--- src/rtl/word_serializer_704_if.sv ---
// Handshake bundle between the 704-bit FIFO stage, the serializer and the
// 32-bit downstream consumer. The master view belongs to the serializer.
interface word_serializer_704_if #(
  parameter int BEAT_WIDTH = 32,
  parameter int BEATS      = 22
);
  // Upstream FIFO side (out_first / out_deq methods)
  logic [BEAT_WIDTH*BEATS-1:0] in_first;
  logic                        in_first__RDY;
  logic                        in_deq__RDY;
  logic                        in_deq__ENA;
  // Downstream enq side
  logic [BEAT_WIDTH-1:0]       out_enq_v;
  logic                        out_enq__ENA;
  logic                        out_enq__RDY;
  logic                        out_last;

  modport master (
    input  in_first, in_first__RDY, in_deq__RDY, out_enq__RDY,
    output in_deq__ENA, out_enq_v, out_enq__ENA, out_last
  );

  modport slave (
    output in_first, in_first__RDY, in_deq__RDY, out_enq__RDY,
    input  in_deq__ENA, out_enq_v, out_enq__ENA, out_last
  );
endinterface

--- src/rtl/word_serializer_704.sv ---
// Pulls one 704-bit word from the upstream FIFO and emits it as 22 beats of
// 32 bits, least-significant beat first. The next word is dequeued in the
// same cycle as the last beat, so an always-ready consumer sees no bubbles.
module word_serializer_704 (
  input  logic                  CLK,
  input  logic                  RST,
  word_serializer_704_if.master bus,
  output logic [15:0]           words_sent
);
  localparam int        BEAT_WIDTH = 32;
  localparam int        BEATS      = 22;
  localparam logic [4:0] LAST_IDX  = 5'(BEATS - 1);

  typedef enum logic {
    ST_EMPTY   = 1'b0,
    ST_SENDING = 1'b1
  } state_t;

  state_t                      r_state;
  state_t                      w_state_next;
  logic [4:0]                  r_idx;
  logic [15:0]                 r_words_sent;
  logic [BEAT_WIDTH*BEATS-1:0] w_buf_flat;
  logic                        w_valid;
  logic                        w_at_last;
  logic                        w_fire;
  logic                        w_load_ok;
  logic                        w_load;

  assign w_valid   = (r_state == ST_SENDING);
  assign w_at_last = (r_idx == LAST_IDX);

  // Next-state and handshake strobes; strobes are gated by reset so nothing
  // transfers on a reset edge.
  always_comb begin
    w_state_next = r_state;
    w_fire       = 1'b0;
    w_load_ok    = 1'b0;
    w_load       = 1'b0;

    w_fire    = w_valid && bus.out_enq__RDY && !RST;
    w_load_ok = !w_valid || (w_at_last && bus.out_enq__RDY);
    w_load    = bus.in_first__RDY && bus.in_deq__RDY && w_load_ok && !RST;

    // A load wins over the clear that would follow the last beat.
    if (w_load) begin
      w_state_next = ST_SENDING;
    end else if (w_fire && w_at_last) begin
      w_state_next = ST_EMPTY;
    end
  end

  // State register: EMPTY means no word held, SENDING means a word is held.
  always_ff @(posedge CLK) begin
    if (RST) begin
      r_state <= ST_EMPTY;
    end else begin
      r_state <= w_state_next;
    end
  end

  // Beat index: restarts on every load, advances on every fired beat.
  always_ff @(posedge CLK) begin
    if (RST) begin
      r_idx <= '0;
    end else if (w_load) begin
      r_idx <= '0;
    end else if (w_fire) begin
      r_idx <= w_at_last ? 5'd0 : r_idx + 5'd1;
    end
  end

  // Completed-word counter, free-running with natural 16-bit wrap.
  always_ff @(posedge CLK) begin
    if (RST) begin
      r_words_sent <= '0;
    end else if (w_fire && w_at_last) begin
      r_words_sent <= r_words_sent + 16'd1;
    end
  end

  // Word buffer split into per-beat lanes; a shift moves every lane down by
  // one beat, and the top lane fills with zero.
  genvar gi;
  generate
    for (gi = 0; gi < BEATS; gi++) begin : g_beat
      logic [BEAT_WIDTH-1:0] r_beat;
      logic [BEAT_WIDTH-1:0] w_shift_in;

      if (gi == BEATS - 1) begin : g_top
        assign w_shift_in = '0;
      end else begin : g_mid
        assign w_shift_in = w_buf_flat[(gi+1)*BEAT_WIDTH +: BEAT_WIDTH];
      end

      // Lane register: capture on load, shift on a non-final beat.
      always_ff @(posedge CLK) begin
        if (RST) begin
          r_beat <= '0;
        end else if (w_load) begin
          r_beat <= bus.in_first[gi*BEAT_WIDTH +: BEAT_WIDTH];
        end else if (w_fire && !w_at_last) begin
          r_beat <= w_shift_in;
        end
      end

      assign w_buf_flat[gi*BEAT_WIDTH +: BEAT_WIDTH] = r_beat;
    end
  endgenerate

  assign bus.out_enq_v    = w_buf_flat[BEAT_WIDTH-1:0];
  assign bus.out_enq__ENA = w_fire;
  assign bus.out_last     = w_valid && w_at_last;
  assign bus.in_deq__ENA  = w_load;
  assign words_sent       = r_words_sent;

endmodule
--- src/flat_wrapper.sv ---
// flat-port wrapper written by rule: the top's interface ports become plain ports
module word_serializer_704_flat 
  (CLK, RST, words_sent, bus_in_first, bus_in_first__RDY, bus_in_deq__RDY, bus_out_enq__RDY, bus_in_deq__ENA, bus_out_enq_v, bus_out_enq__ENA, bus_out_last);
  word_serializer_704_if bus_i ();
  input  logic CLK;
  input  logic RST;
  output logic [15:0] words_sent;
  input wire logic [$bits(bus_i.in_first)-1:0] bus_in_first;
  input wire logic [$bits(bus_i.in_first__RDY)-1:0] bus_in_first__RDY;
  input wire logic [$bits(bus_i.in_deq__RDY)-1:0] bus_in_deq__RDY;
  input wire logic [$bits(bus_i.out_enq__RDY)-1:0] bus_out_enq__RDY;
  output wire logic [$bits(bus_i.in_deq__ENA)-1:0] bus_in_deq__ENA;
  output wire logic [$bits(bus_i.out_enq_v)-1:0] bus_out_enq_v;
  output wire logic [$bits(bus_i.out_enq__ENA)-1:0] bus_out_enq__ENA;
  output wire logic [$bits(bus_i.out_last)-1:0] bus_out_last;
  assign bus_i.in_first = bus_in_first;
  assign bus_i.in_first__RDY = bus_in_first__RDY;
  assign bus_i.in_deq__RDY = bus_in_deq__RDY;
  assign bus_i.out_enq__RDY = bus_out_enq__RDY;
  assign bus_in_deq__ENA = bus_i.in_deq__ENA;
  assign bus_out_enq_v = bus_i.out_enq_v;
  assign bus_out_enq__ENA = bus_i.out_enq__ENA;
  assign bus_out_last = bus_i.out_last;
  word_serializer_704 u_core (.CLK(CLK), .RST(RST), .bus(bus_i), .words_sent(words_sent));
endmodule
--- config.mk ---
export PLATFORM = sky130hd
export DESIGN_NAME = word_serializer_704_flat
export DESIGN_NICKNAME = d
export VERILOG_FILES = /design/src/rtl/word_serializer_704_if.sv /design/src/rtl/word_serializer_704.sv /design/src/flat_wrapper.sv
export SDC_FILE = /design/constraint.sdc
export NUM_CORES = 2
export LEC_CHECK = 0
export ABC_AREA = 1
export CORE_AREA = 2 2 388 390
export DETAILED_ROUTE_END_ITERATION = 7
export DIE_AREA = 0 0 390 392
export DONT_BUFFER_PORTS = 1
export SLEW_MARGIN = 40
export SYNTH_ARGS = -nofsm -noshare
export SYNTH_HDL_FRONTEND = slang
export SYNTH_SLANG_ARGS = --single-unit
--- constraint.sdc ---
create_clock -name CLK -period 2.9 [get_ports CLK]
set_clock_uncertainty 0.2 [all_clocks]
set_input_delay 0.87 -clock CLK [delete_from_list [all_inputs] [get_ports CLK]]
set_output_delay 0.87 -clock CLK [all_outputs]
set_load 0.1 [all_outputs]
==> impl_metrics.yaml <==
routing:
  drc: 0
  drtIter0Drc: 2787
  dr.pass1.iters: 6
  wl_per_cell_um: 20.1
  drt_wl_total_mm: 161
  vias_per_cell: 4.62
  vias: 36928
  ant_nets: 0
die:
  chipHeight_um: 392
  initial_utilization_pct: 24.8
  ios: 760
  dieArea_mm2: 0.153
  core_area_mm2: 0.149
  die_w_um: 390
  row_count: 142
sta:
  tightest_slew_ns: 0.874
  hold_violations: 0
  fmaxAchievable_ghz: 0.340
  grt_setup_unrepaired: "yes"
  slew_headroom_pct: 41.5
  layout_setup_ws_ns: -0.0374
  setup_viol: 1
  fin_tns_setup_ns: -0.0374
  finalMaxSlewViolations: 0
  min_period_over_period_pct: 101
  period_needed_ns: 2.94
logic_synthesis:
  synth_ff_type: "dfxtp_1"
  mappedNetlistArea_mm2: 0.0370
  syn_inst: 6122
  synth_edf_count: 0
  seq_area_frac_synth_pct: 39.3
  synth_warnings: 0
  ys_ff_latch: 726
  syn_nets: 6834
  avgSynthCellArea_um2: 6.04
  synth_cell_type_count: 28
  ys_async_sr_fraction_pct: 0
critical_path:
  crit_path_max_fanout: 2
  critPathCaptureType: "primary output"
  worst_ep_arrival_time_ns: 1.87
  start_kind: "register"
  r2r_cells: 13
  reg2reg_to: "u_core.g_beat[19].w_shift_in[2]"
  rrSetupSlack_ns: 0.30
  reg2reg_from: "u_core.r_idx[1]"
  cp-startpoint: "u_core.r_idx[1]"
  critPathCapture: "bus_in_deq__ENA"
  crit_type: "register to primary output"
  cp.required_ns: 1.83
status:
  status: "complete, but fails checks"
  violations: "negative setup slack"
finish:
  fin_cells: 7999
  layout.cells.most_common_list: "2,018 x nor2_1, 1,436 x nand2_1, 723 x dfxtp_1"
  drive_gt1_share_pct: 6.07
  layout_commonest_cell: "nor2_1"
  area_growth_pct: 16.5
  fin_nets: 6670
placed_design:
  pre_cts_ws_ns: 0.104
  gp_congestion: 0.909
  dp_hpwl_mm: 118
  io_buffers: 0
  post-place-cells: 7796
power_and_ir_drop:
  ir_drop_uv: 444
  p_sw_share_pct: 27.7
  p_per_area_mw_per_mm2: 576
  switchingPower_mw: 6.88
  p_leak_nw: 18.6
  combinationalPowerShare_pct: 9.8
  power.internal_mw: 17.9
  clock_power_share_pct: 47.5
  seqPwrFrac_pct: 42.7
  p_total_mw: 24.8
hold_path:
  hp-class: "input port to register"
  worstHoldStart: "RST"
  holdPathStages: 1
clock_network:
  clk_latency_ns: 0.72
  cts_buffers: 87
  cts_root_buf: "clkbuf_16"
  clk_pin_slew_ns: 0.06
  h-tree-depth: 3
  clock_sinks: 726
  cts_tree: "yes"
  cts.path.max_buffers: 3
global_route:
  grt_overflow: 0
  grt_pass1_wl_mm: 225
  antenna_found_initial: 85
  grt_use_total_pct: 19.9
  grt_max_degree: 680
  grt_pass1_vias: 33605
flow_run:
  max_cap_violations: 0
## critical path, stage by stage, from the launching register on
cell	delay (ns)
dfxtp_2	0.33
inv_2	0.07
ha_4	0.12
nand2_2	0.05
inv_2	0.07
nand3_4	0.10
nand2_8	0.08
nand3_4	0.07
inv_4	0.08
buf_12	0.17
## cell type report
cell class | instances | area, um2
Inverter | 696 | 2630
Tap cell | 1944 | 2430
Fill cell | 16457 | 106000
Multi-Input combinational cell | 4241 | 17900
Antenna cell | 25 | 62.6
Clock inverter | 32 | 509
Clock buffer | 129 | 2580
Sequential cell | 726 | 14500
Timing Repair Buffer | 206 | 2400
## cell families after synthesis
kind of cell             Yosys count  synth area share (%)
AND/OR/NAND/NOR                 4165                  47.1
buffers and inverters           1155                  12.5
AO/OA/AOI/OAI                     69                 0.958
flip-flops                       726                  39.3
adder cells (fa/ha/maj)            3                 0.102
XOR/XNOR                           4                0.0948
## synthesized netlist by cell type (all sizes together) (4+ instances only)
| cell | instances | area share [%] |
|---|---|---|
| a21oi | 22 | 0.30 |
| buf | 183 | 2.6 |
| clkbuf | 276 | 2.8 |
| dfxtp | 726 | 39 |
| inv | 695 | 7.1 |
| nand2 | 1439 | 15 |
| nand3 | 21 | 0.33 |
| nand4 | 674 | 11 |
| nor2 | 2021 | 21 |
| nor3 | 7 | 0.095 |
| o21ai | 43 | 0.58 |
| xor2 | 4 | 0.095 |
## per-layer routing
layer	global-route usage (%)	part of all wire (%)	vias to the layer above
met5	0	0.45	-
met4	6.13	2.8	110
met3	7.40	9.6	307
met2	31.6	45	1182
met1	24.8	42	16783
li1	-	-	18546
## worst min-delay path by stage
stage	slack, ns	to
after floorplan	0.24	u_core.g_beat[20].w_shift_in[0]
after global placement	0.26	u_core.g_beat[20].w_shift_in[29]
after detailed placement	0.26	u_core.g_beat[20].w_shift_in[30]
after CTS	0.002	u_core.words_sent[6]
after global routing	-0.002	u_core.g_beat[0].w_shift_in[15]
final	0.04	u_core.g_beat[0].w_shift_in[15]
## repair_timing
| action | in CTS | in global routing |
|---|---|---|
| pin swaps | 2 | 2 |
| cloned | 0 | 2 |
| buffers inserted | 4 | 3 |
| resized for setup | 14 | 1 |
| endpoints found under the hold margin | 0 | 18 |
| hold buffers | 0 | 4 |
| setup endpoints to repair | 3 | 3 |
## state kept, by name, indices dropped and copies added, names as in the netlist
register                  cells
u_core.r_idx                  5
u_core.words_sent            16
u_core.g_beat.w_shift_in    640
u_core.g_beat.r_beat         32
u_core.bus.out_enq_v         32
u_core.r_state                1
## power groups by stage
| stage | logic [mW] | clock network (mW) | registers (mW) |
|---|---|---|---|
| final | 2.44 | 11.8 | 10.6 |
| after global routing | 2.71 | 12.4 | 10.6 |
| after CTS | 2.23 | 12.1 | 10.6 |
| after detailed placement | 2.22 | 0 | 10.8 |
| after global placement | 2.18 | 0 | 10.8 |
| after floorplan | 1.62 | 0 | 10.8 |
## through the flow
stage,hold WS [ns],util (%),area (um2)
2_1_floorplan,0.244,-,37000
3_3_place_gp,0.256,26.6,39600
3_5_place_dp,0.262,26.6,39600
4_1_cts,0.00197,28.7,42700
5_1_grt,-0.00179,28.9,43000
6_report,0.0384,28.9,43000
(Power assumes the default switching activity.)
